File: config.mk
export PLATFORM = sky130hd
export DESIGN_NAME = ser160_parser
export DESIGN_NICKNAME = d
export VERILOG_FILES = /design/src/rtl/ser160_parser.sv
export SDC_FILE = /design/constraint.sdc
export NUM_CORES = 1
export LEC_CHECK = 0
export CAP_MARGIN = 20
export CELL_PAD_IN_SITES_DETAIL_PLACEMENT = 1
export CELL_PAD_IN_SITES_GLOBAL_PLACEMENT = 2
export CORE_MARGIN = 2
export CORE_UTILIZATION = 33
export CTS_CLUSTER_SIZE = 24
export DETAILED_ROUTE_END_ITERATION = 6
export PLACE_DENSITY = 0.79
export SYNTH_ARGS = -nofsm -noshare
export SYNTH_HDL_FRONTEND = slang
export SYNTH_SLANG_ARGS = --single-unit
File: constraint.sdc
create_clock -name clk -period 1.9 [get_ports clk]
set_input_delay 0.38 -clock clk [delete_from_list [all_inputs] [get_ports clk]]
set_output_delay 0.38 -clock clk [all_outputs]
set_load 0.02 [all_outputs]
File: src/rtl/ser160_parser.sv
// ser160_parser: parallel-to-serial framer for the 160 Mbit/s deserializer path.
// Accepts 16-bit frame words from a source FIFO and emits them as a nibble
// stream, one nibble per sync slot, with start (tin) and stop (tout) strobes.
// Word format: [15] start mark, [14] end mark, [13:12] reserved,
// [11:0] three nibbles, sent MSB nibble first.
//
// Optional feature: define SER160_UNDERRUN_CNT_EN to build the saturating
// underrun-slot counter; otherwise underrun_cnt is tied to zero.
//
// Ports:
//   clk          system clock
//   reset        asynchronous active-high reset
//   sync         slot enable; slot state advances on clk edges with sync=1
//   ctrl         {enable, delay[2:0]}; delay = extra output latency in slots
//   valid, data  source word handshake (word sampled on the accepting edge)
//   rd           one-clk acknowledge that data was consumed
//   dout         serial nibble output (delayed by ctrl delay)
//   tin          frame-start strobe (not delayed)
//   tout         frame-stop strobe (delayed with dout)
//   underrun     sticky: source ran dry mid-frame
//   err          sticky: word without start mark offered while idle
//   underrun_cnt saturating count of underrun slots

module ser160_parser #(
    parameter logic [3:0]  IDLE_NIBBLE = 4'h0,
    parameter int unsigned MIN_GAP     = 2
) (
    input  logic        clk,
    input  logic        reset,
    input  logic        sync,
    input  logic [3:0]  ctrl,
    input  logic        valid,
    input  logic [15:0] data,
    output logic        rd,
    output logic [3:0]  dout,
    output logic        tin,
    output logic        tout,
    output logic        underrun,
    output logic        err,
    output logic [7:0]  underrun_cnt
);

    localparam int unsigned GAP_W    = 4;
    localparam int unsigned STAGES   = 8;
    localparam int unsigned LINE_W   = 5;
    localparam logic [GAP_W-1:0] GAP_INIT = GAP_W'(MIN_GAP);

    typedef enum logic [2:0] {
        S_IDLE,
        S_N0,
        S_N1,
        S_N2,
        S_WAIT,
        S_GAP
    } state_t;

    state_t                         state;
    logic                           word_end;
    logic [7:0]                     word_lo;
    logic [GAP_W-1:0]               gap_cnt;
    logic [STAGES-1:0][LINE_W-1:0]  dline;

    logic       enable;
    logic [2:0] delay;

    assign enable = ctrl[3];
    assign delay  = ctrl[2:0];

    // Reserved bits are carried by the source but have no meaning here.
    logic unused_rsvd;
    assign unused_rsvd = &{1'b0, data[13:12]};

    // Output tap follows ctrl delay immediately; stage 0 holds the current slot.
    assign dout = dline[delay][3:0];
    assign tout = dline[delay][4];

    // Slot FSM, word latch and delay line. Stage 0 of the line is loaded with
    // the nibble of the slot that starts at this edge, so delay=0 shows it at once.
    always_ff @(posedge clk or posedge reset) begin
        if (reset) begin
            state    <= S_IDLE;
            word_end <= 1'b0;
            word_lo  <= '0;
            gap_cnt  <= '0;
            dline    <= '0;
            rd       <= 1'b0;
            tin      <= 1'b0;
            underrun <= 1'b0;
            err      <= 1'b0;
        end else begin
            rd <= 1'b0;
            if (sync) begin
                tin                <= 1'b0;
                dline[STAGES-1:1]  <= dline[STAGES-2:0];
                dline[0]           <= {1'b0, IDLE_NIBBLE};
                if (!enable) begin
                    state    <= S_IDLE;
                    underrun <= 1'b0;
                    err      <= 1'b0;
                end else begin
                    case (state)
                        S_IDLE: begin
                            if (valid) begin
                                rd <= 1'b1;
                                if (data[15]) begin
                                    word_end <= data[14];
                                    word_lo  <= data[7:0];
                                    dline[0] <= {1'b0, data[11:8]};
                                    tin      <= 1'b1;
                                    state    <= S_N0;
                                end else begin
                                    err <= 1'b1;
                                end
                            end
                        end
                        S_N0: begin
                            dline[0] <= {1'b0, word_lo[7:4]};
                            state    <= S_N1;
                        end
                        S_N1: begin
                            dline[0] <= {word_end, word_lo[3:0]};
                            state    <= S_N2;
                        end
                        S_N2: begin
                            if (word_end) begin
                                gap_cnt <= GAP_INIT;
                                state   <= S_GAP;
                            end else if (valid) begin
                                // Start mark of a continuation word is ignored.
                                rd       <= 1'b1;
                                word_end <= data[14];
                                word_lo  <= data[7:0];
                                dline[0] <= {1'b0, data[11:8]};
                                state    <= S_N0;
                            end else begin
                                underrun <= 1'b1;
                                state    <= S_WAIT;
                            end
                        end
                        S_WAIT: begin
                            if (valid) begin
                                rd       <= 1'b1;
                                word_end <= data[14];
                                word_lo  <= data[7:0];
                                dline[0] <= {1'b0, data[11:8]};
                                state    <= S_N0;
                            end
                        end
                        S_GAP: begin
                            if (gap_cnt <= GAP_W'(1)) begin
                                state <= S_IDLE;
                            end else begin
                                gap_cnt <= gap_cnt - GAP_W'(1);
                            end
                        end
                        default: state <= S_IDLE;
                    endcase
                end
            end
        end
    end

`ifdef SER160_UNDERRUN_CNT_EN
    // True when the slot starting at this edge is a WAIT slot.
    logic wait_next_c;
    assign wait_next_c = enable && !valid &&
                         ((state == S_N2 && !word_end) || state == S_WAIT);

    // Saturating count of WAIT slots.
    always_ff @(posedge clk or posedge reset) begin
        if (reset) begin
            underrun_cnt <= 8'h00;
        end else if (sync) begin
            if (!enable) begin
                underrun_cnt <= 8'h00;
            end else if (wait_next_c && underrun_cnt != 8'hFF) begin
                underrun_cnt <= underrun_cnt + 8'd1;
            end
        end
    end
`else
    assign underrun_cnt = 8'h00;
`endif

endmodule

==> flow_metrics.env <==
export IMPL_status="finished with violations"
export IMPL_violations="negative setup slack"
export IMPL_maxCapViolCount=0
export IMPL_crit_path_end_kind="output port"
export IMPL_grt_max_degree=61
export IMPL_cp_buffers_inverters=1
export IMPL_antenna_found_initial=0
export IMPL_whs_path_depth=3
export IMPL_fin_setup_tns_ns=-0.454
export IMPL_ys_ff_latch=60
export IMPL_clk_pin_slew_ns=0.07
export IMPL_ant_nets=0
export IMPL_routed_via_density=5.02
export IMPL_cp_required_ns=1.52
export IMPL_wl_um=7020
export IMPL_cellPowerDensity_nw_per_um2=1000
export IMPL_drc=0
export IMPL_synth_avg_cell_area_um2=13.2
export IMPL_cts_tree="yes"
export IMPL_gp_congestion=0.817
export IMPL_switching_power_uw=1040
export IMPL_grt_use_total=0.154
export IMPL_peakVddDrop_mv=0.443
export IMPL_synthArstFlopShare=1.00
export IMPL_grt_overflow=0
export IMPL_yosys_top_cells_area="dfrtp_1 (50%), mux2_2 (15%), mux4_2 (7.5%), mux2_4 (3.0%), buf_4 (2.0%)"
export IMPL_syn2layout_area_growth_pct=33.1
export IMPL_antenna_cells=0
export IMPL_port_buffers=30
export IMPL_p_int_uw=2960
export IMPL_multi_input_area_um2=1360
export IMPL_h_tree_depth=3
export IMPL_ys_flop_type="dfrtp_1"
export IMPL_clkLatencyLatePin_ns=0.33
export IMPL_synthCells=226
export IMPL_cp_arrival_ns=1.63
export IMPL_drive_gt1_frac=0.448
export IMPL_rows=34
export IMPL_finalHoldViolations=0
export IMPL_cp_slowest_cell="mux4_2"
export IMPL_holdCritPathClass="input pin to flop"
export IMPL_yosysTopAreaCell="dfrtp_1"
export IMPL_dpl_cell_area_um2=3650
export IMPL_nets=327
export IMPL_layout_cells_non_filler=414
export IMPL_cp_cell_sequence="mux4_2 -> mux2_4 -> buf_6"
export IMPL_slowest_delay_ns=0.48
export IMPL_clock_skew_ns=0.00748
export IMPL_synth_distinct_cells=43
export IMPL_dieHeight_um=99.3
export IMPL_grt_pass1_vias=2388
export IMPL_top_level_ports=41
export IMPL_netlist_area_um2=2990
export IMPL_dp_hpwl_um=4800
export IMPL_utilization=0.455
export IMPL_crit_cells=3
export IMPL_p_leak_uw=0.00189
export IMPL_synth_top_cell_area_share=0.501
export IMPL_wl_per_cell_um=17.0
export IMPL_p_seq_frac=0.416
export IMPL_clockPowerShare=0.348
export IMPL_clock_sinks=60
export IMPL_pwr_share_comb=0.236
export IMPL_start_util=0.342
export IMPL_fin_crit_ns=2.01
export IMPL_max_freq_mhz=496
export IMPL_cts_buffers=9
export IMPL_via_count=2078
export IMPL_totalPowerFinal_uw=4000
export IMPL_synth_edff_count=0
export IMPL_floorplan_die_area_um2=9850
export IMPL_critPathMaxFanout=2
export IMPL_final_period_utilization=1.06
export IMPL_dp_cells=389
export IMPL_fillCellCount=917
export IMPL_drtIter0Drc=89
export IMPL_finalWorstSetupSlack_ns=-0.114
export IMPL_p_sw_frac=0.260
export IMPL_cts_root_buffer="clkbuf_8"
export IMPL_die_x_um=99.3
export IMPL_setup_viol=5
export IMPL_critPathTopFamily="multiplexers"
export IMPL_core_area_um2=8760
export IMPL_start_kind="flop"
export IMPL_ys_seq_area_frac=0.501
export IMPL_ys_warn_count=0
export IMPL_ctsLongestPathBuffers=2
export IMPL_worstSetupPathType="flop to output port"
export IMPL_slew_violations=0
export IMPL_design_area_um2=3990
export IMPL_synth_commonest_cells="dfrtp_1 (60), mux2_2 (40), mux4_2 (10)"
export IMPL_r2r_cells=5
export IMPL_seqCellArea_um2=1500
export IMPL_grt_pass1_wl_um=11900
export IMPL_rsz0062_at_grt="yes"
export IMPL_drtPass1Iterations=4
export IMPL_yosysMostFrequentCell="dfrtp_1"
placed cells by master, fill, tap and decap left out, types with 2 or more instances in the layout:
cell             instances
mux2_4                  10
o31ai_1                  2
buf_4                   43
clkdlybuf4s50_1         22
clkbuf_8                 9
o21ai_0                  4
mux4_2                  10
nand2_1                  7
conb_1                   8
buf_2                    2
buf_12                   4
a22oi_1                  4
mux2_2                  36
nand3_1                  2
and3b_1                  2
bufinv_16                3
inv_1                    8
a21oi_2                  2
nor2_1                   9
a221o_1                  5
dfrtp_1                 60
a21oi_1                  9
nor3_1                   7
mux2_1                   4
a32o_1                   2
buf_6                    5
ha_1                     2
per-layer routing:
metal | GRT usage | share of wire | vias to the layer above
met5 | 0 | 0 | -
met4 | 0.0632 | 0.016 | 0
met3 | 0.0225 | 0.025 | 8
met2 | 0.263 | 0.51 | 38
met1 | 0.196 | 0.45 | 1060
li1 | - | - | 972
power by group through the flow:
stage                     logic, uW  registers (uW)  clock network (uW)
after floorplan                 551            1630                   0
after global placement          840            1680                   0
after detailed placement        866            1690                   0
after CTS                       934            1670                1420
after global routing           1030            1700                1460
final                           946            1660                1390
state kept, by name, indices dropped and copies added (netlist names):
name      count
rd            1
underrun      1
state         3
dline        40
tin           1
err           1
word_lo       8
word_end      1
gap_cnt       4
cell families after synthesis:
group / Yosys count / synth area share
AO/OA/AOI/OAI: 36 / 0.0898
flip-flops: 60 / 0.501
adder cells (fa/ha/maj): 2 / 0.00836
AND/OR/NAND/NOR: 37 / 0.0685
buffers and inverters: 30 / 0.0598
multiplexers: 60 / 0.271
other: 1 / 0.00125
stage by stage:
stage	hold WS, ns	worst slack (ns)
floorplan	0.459	0.0353
global placement	0.478	-0.821
detailed placement	0.488	-0.847
CTS	0.399	-0.104
global route	0.438	-0.147
finish	0.407	-0.114
worst paths after layout:
kind,startpoint,to,slack [ns]
min in group asynchronous,reset,rd,0.42
min reg2reg,word_lo[7],word_lo[7],0.49
max reg2reg,state[0],word_lo[7],0.19
min,sync,rd,0.41
max,dline[7],dout[2],-0.11
max in group asynchronous,reset,dline[21],1.19
worst register-to-register path, cell delays in order (launching register included):
cell and delay (ns):
dfrtp_1 0.53, and3b_1 0.33, nand2b_4 0.08, a21oi_2 0.17, buf_12 0.17, mux2_1 0.32
final cells by class:
cell class              instances  area share
flip-flops and latches         60       0.377
multi-input cells             143       0.340
repair buffers                 78       0.181
well taps                     108      0.0339
clock buffers                  10      0.0320
clock inverters                 6      0.0279
inverters                       9     0.00847
what timing repair did:
action / 4_1_cts / 5_1_grt
hold buffers: 0 / 0
cloned: 1 / 0
setup buffers: 6 / 2
gates resized for setup: 40 / 2
endpoints found under the hold margin: 0 / 0
setup endpoints to repair: 5 / 5
Power figures use the tool's default switching activity.
